### config.mk
export PLATFORM = sky130hd
export DESIGN_NAME = rat_io_ctrl_flat
export DESIGN_NICKNAME = d
export VERILOG_FILES = /design/src/rtl/rat_io_ctrl_pkg.sv /design/src/rtl/rat_io_ctrl_if.sv /design/src/rtl/rat_io_ctrl_debounce.sv /design/src/rtl/rat_io_ctrl.sv /design/src/flat_wrapper.sv
export SDC_FILE = /design/constraint.sdc
export NUM_CORES = 1
export LEC_CHECK = 0
export CORE_AREA = 2 2 77 94
export CTS_CLUSTER_DIAMETER = 30
export CTS_CLUSTER_SIZE = 16
export DETAILED_ROUTE_END_ITERATION = 8
export DIE_AREA = 0 0 79 96
export PLACE_DENSITY = 0.91
export SYNTH_ARGS = -nofsm -noshare
export SYNTH_HDL_FRONTEND = slang
export SYNTH_SLANG_ARGS = --single-unit
### constraint.sdc
create_clock -name CLK -period 6.3 [get_ports CLK]
set_clock_uncertainty 0.1 [all_clocks]
set_input_delay 1.575 -clock CLK [delete_from_list [all_inputs] [get_ports CLK]]
set_output_delay 1.575 -clock CLK [all_outputs]
set_load 0.01 [all_outputs]
### src/rtl/rat_io_ctrl_pkg.sv
// RAT port-bus I/O peripheral: shared port map and debouncer state type.
// Imported by the debouncer and the I/O controller top.
package rat_io_pkg;

  localparam logic [7:0] PID_SWITCHES   = 8'h20;
  localparam logic [7:0] PID_STATUS     = 8'h21;
  localparam logic [7:0] PID_LEDS_LO_RD = 8'h22;
  localparam logic [7:0] PID_LEDS_HI_RD = 8'h23;
  localparam logic [7:0] PID_LEDS_LO    = 8'h40;
  localparam logic [7:0] PID_LEDS_HI    = 8'h41;
  localparam logic [7:0] PID_INT_ACK    = 8'h42;
  localparam logic [7:0] PID_INT_MASK   = 8'h43;
  localparam logic [7:0] PID_TMR_PERIOD = 8'h44;

  typedef enum logic [1:0] {
    IDLE,
    WAIT_HI,
    HIGH,
    WAIT_LO
  } db_state_t;

endpackage

### src/rtl/rat_io_ctrl_if.sv
// RAT MCU port bus: address/data/strobe from the MCU,
// read data and interrupt request back to it.
interface rat_io_ctrl_if;
  logic [7:0] PORT_ID;
  logic [7:0] OUT_PORT;
  logic       IO_STRB;
  logic [7:0] IN_PORT;
  logic       INT_CU;

  modport master (
    output PORT_ID, OUT_PORT, IO_STRB,
    input  IN_PORT, INT_CU
  );

  modport slave (
    input  PORT_ID, OUT_PORT, IO_STRB,
    output IN_PORT, INT_CU
  );
endinterface

### src/rtl/rat_io_ctrl_debounce.sv
// Push-button synchroniser and debounce FSM.
// Emits the debounced level and a one-cycle press pulse.
module rat_debounce
  import rat_io_pkg::*;
#(
  parameter logic [19:0] DB_COUNT = 20'd500000
) (
  input  logic clk,
  input  logic rst,
  input  logic btn,
  output logic level,
  output logic press
);

  logic        s1;
  logic        s2;
  db_state_t   st;
  db_state_t   st_d;
  logic [19:0] cnt;
  logic [19:0] cnt_d;
  logic        done;

  always_ff @(posedge clk) begin
    if (rst) begin
      s1  <= 1'b0;
      s2  <= 1'b0;
      st  <= IDLE;
      cnt <= '0;
    end else begin
      s1  <= btn;
      s2  <= s1;
      st  <= st_d;
      cnt <= cnt_d;
    end
  end

  assign done = (cnt == DB_COUNT - 20'd1);

  always_comb begin
    st_d  = st;
    cnt_d = cnt;
    press = 1'b0;
    unique case (st)
      IDLE: begin
        if (s2) begin
          st_d  = WAIT_HI;
          cnt_d = '0;
        end
      end
      WAIT_HI: begin
        if (!s2) begin
          st_d = IDLE;
        end else if (done) begin
          st_d  = HIGH;
          press = 1'b1;
        end else begin
          cnt_d = cnt + 20'd1;
        end
      end
      HIGH: begin
        if (!s2) begin
          st_d  = WAIT_LO;
          cnt_d = '0;
        end
      end
      WAIT_LO: begin
        if (s2) begin
          st_d = HIGH;
        end else if (done) begin
          st_d = IDLE;
        end else begin
          cnt_d = cnt + 20'd1;
        end
      end
      default: st_d = IDLE;
    endcase
  end

  assign level = (st == HIGH) || (st == WAIT_LO);

endmodule

### src/rtl/rat_io_ctrl.sv
// Port-mapped I/O peripheral: LED registers, read mux, and the
// button/timer interrupt sources with software acknowledge.
module rat_io_ctrl
  import rat_io_pkg::*;
#(
  parameter logic [19:0] DB_COUNT     = 20'd500000,
  parameter logic [16:0] TMR_PRESCALE = 17'd100000
) (
  input  logic         CLK,
  input  logic         RESET,
  input  logic [7:0]   SWITCHES,
  input  logic         BTN,
  output logic [15:0]  LEDS,
  rat_io_ctrl_if.slave bus
);

  logic        btn_level;
  logic        press;
  logic [1:0]  mask;
  logic [1:0]  mask_d;
  logic [7:0]  period;
  logic [16:0] pre;
  logic [16:0] pre_d;
  logic [7:0]  tcnt;
  logic [7:0]  tcnt_d;
  logic [1:0]  pend;
  logic [1:0]  pend_d;
  logic [1:0]  ack;
  logic        int_q;
  logic        tmr_en;
  logic        tick;
  logic        tmr_set;
  logic        we_lo;
  logic        we_hi;
  logic        we_ack;
  logic        we_mask;
  logic        we_per;
  logic [7:0]  rd;

  rat_debounce #(.DB_COUNT(DB_COUNT)) u_db (
    .clk   (CLK),
    .rst   (RESET),
    .btn   (BTN),
    .level (btn_level),
    .press (press)
  );

  always_comb begin
    we_lo   = 1'b0;
    we_hi   = 1'b0;
    we_ack  = 1'b0;
    we_mask = 1'b0;
    we_per  = 1'b0;
    if (bus.IO_STRB) begin
      unique case (bus.PORT_ID)
        PID_LEDS_LO:    we_lo   = 1'b1;
        PID_LEDS_HI:    we_hi   = 1'b1;
        PID_INT_ACK:    we_ack  = 1'b1;
        PID_INT_MASK:   we_mask = 1'b1;
        PID_TMR_PERIOD: we_per  = 1'b1;
        default: ;
      endcase
    end
  end

  assign tmr_en = (period != 8'd0);
  assign tick   = (pre == TMR_PRESCALE - 17'd1);

  // A period write restarts the interval from zero on the same edge.
  always_comb begin
    pre_d   = pre;
    tcnt_d  = tcnt;
    tmr_set = 1'b0;
    if (we_per || !tmr_en) begin
      pre_d  = '0;
      tcnt_d = '0;
    end else if (tick) begin
      pre_d = '0;
      if (tcnt == period - 8'd1) begin
        tcnt_d  = '0;
        tmr_set = mask[1];
      end else begin
        tcnt_d = tcnt + 8'd1;
      end
    end else begin
      pre_d = pre + 17'd1;
    end
  end

  // Set beats a same-cycle acknowledge.
  assign ack    = {2{we_ack}} & bus.OUT_PORT[1:0];
  assign pend_d = {tmr_set, press & mask[0]} | (pend & ~ack);
  assign mask_d = we_mask ? bus.OUT_PORT[1:0] : mask;

  always_ff @(posedge CLK) begin
    if (RESET) begin
      LEDS   <= '0;
      mask   <= '0;
      period <= '0;
      pre    <= '0;
      tcnt   <= '0;
      pend   <= '0;
      int_q  <= 1'b0;
    end else begin
      if (we_lo) LEDS[7:0]  <= bus.OUT_PORT;
      if (we_hi) LEDS[15:8] <= bus.OUT_PORT;
      if (we_per) period    <= bus.OUT_PORT;
      mask  <= mask_d;
      pre   <= pre_d;
      tcnt  <= tcnt_d;
      pend  <= pend_d;
      int_q <= |(pend_d & mask_d);
    end
  end

  always_comb begin
    rd = 8'h00;
    unique case (bus.PORT_ID)
      PID_SWITCHES:   rd = SWITCHES;
      PID_STATUS:     rd = {4'b0, tmr_en, btn_level, pend[1], pend[0]};
      PID_LEDS_LO_RD: rd = LEDS[7:0];
      PID_LEDS_HI_RD: rd = LEDS[15:8];
      default:        rd = 8'h00;
    endcase
  end

  assign bus.IN_PORT = rd;
  assign bus.INT_CU  = int_q;

endmodule
### src/flat_wrapper.sv
// flat-port wrapper written by rule: the top's interface ports become plain ports
module rat_io_ctrl_flat import rat_io_pkg::*;
#(
  parameter logic [19:0] DB_COUNT     = 20'd500000,
  parameter logic [16:0] TMR_PRESCALE = 17'd100000
)
  (CLK, RESET, SWITCHES, BTN, LEDS, bus_PORT_ID, bus_OUT_PORT, bus_IO_STRB, bus_IN_PORT, bus_INT_CU);
  rat_io_ctrl_if bus_i ();
  input  logic CLK;
  input  logic RESET;
  input  logic [7:0] SWITCHES;
  input  logic BTN;
  output logic [15:0] LEDS;
  input wire logic [$bits(bus_i.PORT_ID)-1:0] bus_PORT_ID;
  input wire logic [$bits(bus_i.OUT_PORT)-1:0] bus_OUT_PORT;
  input wire logic [$bits(bus_i.IO_STRB)-1:0] bus_IO_STRB;
  output wire logic [$bits(bus_i.IN_PORT)-1:0] bus_IN_PORT;
  output wire logic [$bits(bus_i.INT_CU)-1:0] bus_INT_CU;
  assign bus_i.PORT_ID = bus_PORT_ID;
  assign bus_i.OUT_PORT = bus_OUT_PORT;
  assign bus_i.IO_STRB = bus_IO_STRB;
  assign bus_IN_PORT = bus_i.IN_PORT;
  assign bus_INT_CU = bus_i.INT_CU;
  rat_io_ctrl #(.DB_COUNT(DB_COUNT), .TMR_PRESCALE(TMR_PRESCALE)) u_core (.CLK(CLK), .RESET(RESET), .SWITCHES(SWITCHES), .BTN(BTN), .LEDS(LEDS), .bus(bus_i));
endmodule
==> metrics.json <==
{
  "die_width": {"value": 79, "unit": "um"},
  "timing.critical_path.mode_cell": {"value": "clkdlybuf4s50_1"},
  "postLayoutCellArea": {"value": 0.00461, "unit": "mm2"},
  "antenna_violations_before_repair": {"value": 0},
  "power.share.switching": {"value": 22.4, "unit": "%"},
  "post_cts_buffers": {"value": 0},
  "drive_above_1_share": {"value": 6.04, "unit": "%"},
  "detail_route.wl_per_cell": {"value": 15.0, "unit": "um"},
  "clock_buffer_count_from_cts": {"value": 9},
  "synth_top_area_share": {"value": 40.8, "unit": "%"},
  "final-max-slew-violation-count": {"value": 0},
  "outcome": {"value": "complete, no violations"},
  "antenna_cells": {"value": 0},
  "postSynth.topFlopCell": {"value": "dfxtp_1"},
  "crit_type": {"value": "input pin to output port"},
  "fp.dieH": {"value": 96, "unit": "um"},
  "vias_per_cell": {"value": 5.90},
  "clk_pin_slew_worst_paths": {"value": 0.08, "unit": "ns"},
  "critPathRequiredTime": {"value": 4.62, "unit": "ns"},
  "synth-async-reset-ratio": {"value": 0, "unit": "%"},
  "cts_tree": {"value": "done"},
  "crit-reg2reg-launch": {"value": "u_core.pre[0]$_SDFF_PP0_"},
  "fin_total_pwr": {"value": 911, "unit": "uW"},
  "timing.hold.worst_path_depth": {"value": 1},
  "synth_warnings": {"value": 0},
  "setup-tns-final": {"value": 0, "unit": "ns"},
  "ys_ff_latch": {"value": 78},
  "hold_start": {"value": "u_core.pre[0]$_SDFF_PP0_"},
  "initial_core_util": {"value": 57.3, "unit": "%"},
  "total_switching_power": {"value": 204, "unit": "uW"},
  "pin_count_of_the_biggest_net_entering_global_routing": {"value": 39},
  "clockRootBuffer": {"value": "clkbuf_8"},
  "comb_power_share": {"value": 4.2, "unit": "%"},
  "overall_die_area": {"value": 0.00758, "unit": "mm2"},
  "number_of_distinct_library_cells_after_synthesis": {"value": 55},
  "static_power_due_to_leakage": {"value": 0.00163, "unit": "uW"},
  "ys_top_cells_by_area": {"value": "dfxtp_1, nor2_1, mux2i_1"},
  "post-route-period-util": {"value": 89.5, "unit": "%"},
  "setup_violations": {"value": 0},
  "timing.reg2reg.setup_slack": {"value": 3.64, "unit": "ns"},
  "dpl-instance-area": {"value": 0.00441, "unit": "mm2"},
  "flow.area_growth_from_synthesis": {"value": 20.4, "unit": "%"},
  "syn_inst": {"value": 455},
  "reg2reg_to": {"value": "u_core.bus.INT_CU$_SDFF_PP0_"},
  "cp_num_buf_inv": {"value": 2},
  "worstHoldPathType": {"value": "register to register"},
  "synth_top_cell_by_area": {"value": "dfxtp_1"},
  "slew_headroom": {"value": 16.6, "unit": "%"},
  "internal_power": {"value": 707, "unit": "uW"},
  "timing.critical_path.depth": {"value": 7},
  "core_area": {"value": 0.00669, "unit": "mm2"},
  "grt_setup_unrepaired": {"value": "no"},
  "fp-row-count": {"value": 33},
  "finalWorstPathRequiredPeriod": {"value": 5.64, "unit": "ns"},
  "dp_hpwl": {"value": 6540, "unit": "um"},
  "worst-path-max-fanout": {"value": 8},
  "ys_top_cells_by_count": {"value": "dfxtp_1, nor2_1, nand2_1"},
  "nFillCells": {"value": 524},
  "drc_errors": {"value": 0},
  "seq_area_frac_synth": {"value": 40.8, "unit": "%"},
  "finalHoldViolations": {"value": 0},
  "power.density_cell_area": {"value": 198, "unit": "mW/mm2"},
  "critical-path-slowest-cell": {"value": "nor4b_1"},
  "timing.fmax": {"value": 177, "unit": "MHz"},
  "timing_worst_slew_pin_value": {"value": 1.24, "unit": "ns"},
  "ios": {"value": 53},
  "final_net_count": {"value": 541},
  "critPathLaunchType": {"value": "input pin"},
  "tritoncts_num_sinks": {"value": 78},
  "ctsHoldBuffers": {"value": 0},
  "critical_path_arrival": {"value": 3.97, "unit": "ns"},
  "drt-total-wl": {"value": 8990, "unit": "um"},
  "cpLargestDelayFamily": {"value": "simple AND/OR/NAND/NOR gates"},
  "post-synth-top-count-cell": {"value": "dfxtp_1"},
  "postRouteAntennaNets": {"value": 0},
  "critical_path.max_stage_delay": {"value": 0.55, "unit": "ns"},
  "cts-htree-levels": {"value": 3},
  "max_cap_viol_count": {"value": 0},
  "timing.critical_path.cells": {"value": "clkdlybuf4s50_1 > nor4b_1 > nand2_1 > nor2_1 > a22o_1 > a221o_1 > clkdlybuf4s50_1"},
  "synth.avg_cell_area": {"value": 8.42, "unit": "um2"},
  "grt_pass1_wl": {"value": 14900, "unit": "um"},
  "clock_path_buffers": {"value": 2},
  "synth-edff-count": {"value": 0},
  "critical_path.endpoint_type": {"value": "output port"},
  "mappedNetlistArea": {"value": 0.00383, "unit": "mm2"},
  "drt_first_iter_violations": {"value": 230},
  "syn-num-nets": {"value": 488},
  "power.share.clock": {"value": 41.6, "unit": "%"},
  "cts_resized": {"value": 0},
  "finalCoreUtilization": {"value": 68.9, "unit": "%"},
  "io_buffer_count": {"value": 52},
  "power.share.sequential": {"value": 54.2, "unit": "%"},
  "hold-path-endpoint": {"value": "u_core.pre[0]$_SDFF_PP0_"},
  "peakVddDrop": {"value": 0.176, "unit": "mV"},
  "reg2regPathDepth": {"value": 7},
  "global_routing_usage_summed_across_all_routing_layers": {"value": 24.7, "unit": "%"},
  "dr_total_vias": {"value": 3541},
  "global_route.overflow_total": {"value": 0},
  "gpl.final_weighted_congestion": {"value": 0.928},
  "first_global_vias": {"value": 3324},
  "drtPass1Iterations": {"value": 4},
  "worstSkewPairLatency": {"value": 0.35, "unit": "ns"}
}
layer usage:
| layer | vias up | track usage [%] | routed length, um |
|---|---|---|---|
| li1 | 1718 | - | - |
| met1 | 1686 | 30.8 | 3900 |
| met2 | 119 | 42.4 | 4440 |
| met3 | 18 | 3.56 | 463 |
| met4 | 0 | 10.9 | 191 |
| met5 | - | 0 | 0 |
layout make-up:
class / count / area, um2 / share of cell area [%]
multi-input combinational: 351 / 2140 / 46.5
sequential: 78 / 1560 / 33.9
timing repair buffer: 56 / 551 / 11.9
clock buffer: 11 / 141 / 3.07
tap: 87 / 109 / 2.36
clock inverter: 5 / 58.8 / 1.28
inverter: 12 / 45.0 / 0.977
logic make-up after synthesis:
logic type | after synthesis | share of synthesized area [%]
DFF | 78 | 40.8
adders and majority gates | 5 | 1.63
AOI/OAI and AO/OA | 71 | 12.7
muxes | 19 | 4.97
and+or+nand+nor | 218 | 28.0
xor gates and xnor gates | 38 | 8.69
buffers and inverters | 26 | 3.27
state kept, by name, summed over array words and instances (netlist names), 2 cells and up, named ones only:
register and flops:
u_core.u_db.cnt 20, u_core.LEDS 16, u_core.pre 17, u_core.mask 2, u_core.period 8, u_core.tcnt 8
u_core.pend 2
layout by cell type (no fill, tap or decap), types with 5 or more instances in the layout:
| cell | n |
|---|---|
| dfxtp_1 | 78 |
| nor2_1 | 71 |
| clkdlybuf4s50_1 | 52 |
| nand2_1 | 48 |
| nand3_1 | 29 |
| xor2_1 | 20 |
| mux2i_1 | 19 |
| xnor2_1 | 18 |
| a21oi_1 | 18 |
| o21ai_0 | 16 |
| nor3_1 | 12 |
| and3_1 | 12 |
| inv_1 | 12 |
| nand4_1 | 10 |
| clkbuf_8 | 10 |
| a22oi_1 | 5 |
| o31ai_1 | 5 |
| ha_1 | 5 |
how the worst max path moves through the flow:
stage              startpoint             end  slack [ns]
2_1_floorplan  bus_PORT_ID[1]  bus_IN_PORT[2]        1.84
3_3_place_gp   bus_PORT_ID[4]  bus_IN_PORT[3]        0.79
3_5_place_dp   bus_PORT_ID[4]  bus_IN_PORT[2]        0.66
4_1_cts        bus_PORT_ID[4]  bus_IN_PORT[3]        0.69
5_1_grt        bus_PORT_ID[4]  bus_IN_PORT[3]        0.44
6_report       bus_PORT_ID[4]  bus_IN_PORT[3]        0.66
power by group through the flow:
stage | sequential (uW) | combinational (uW) | clock, uW
global route | 494 | 41.3 | 405
floorplan | 506 | 14.8 | 0
CTS | 494 | 38.2 | 383
finish | 494 | 38.5 | 379
global placement | 506 | 37.0 | 0
detailed placement | 506 | 38.0 | 0
metrics by stage:
step                      hold slack [ns]  setup WS (ns)  std cells
final                               0.352          0.658        600
after global routing                0.371          0.444        600
after CTS                           0.357          0.685        600
after detailed placement            0.327          0.658        584
after global placement              0.321          0.795        584
after floorplan                     0.313           1.84        455
Power figures use the tool's default switching activity.
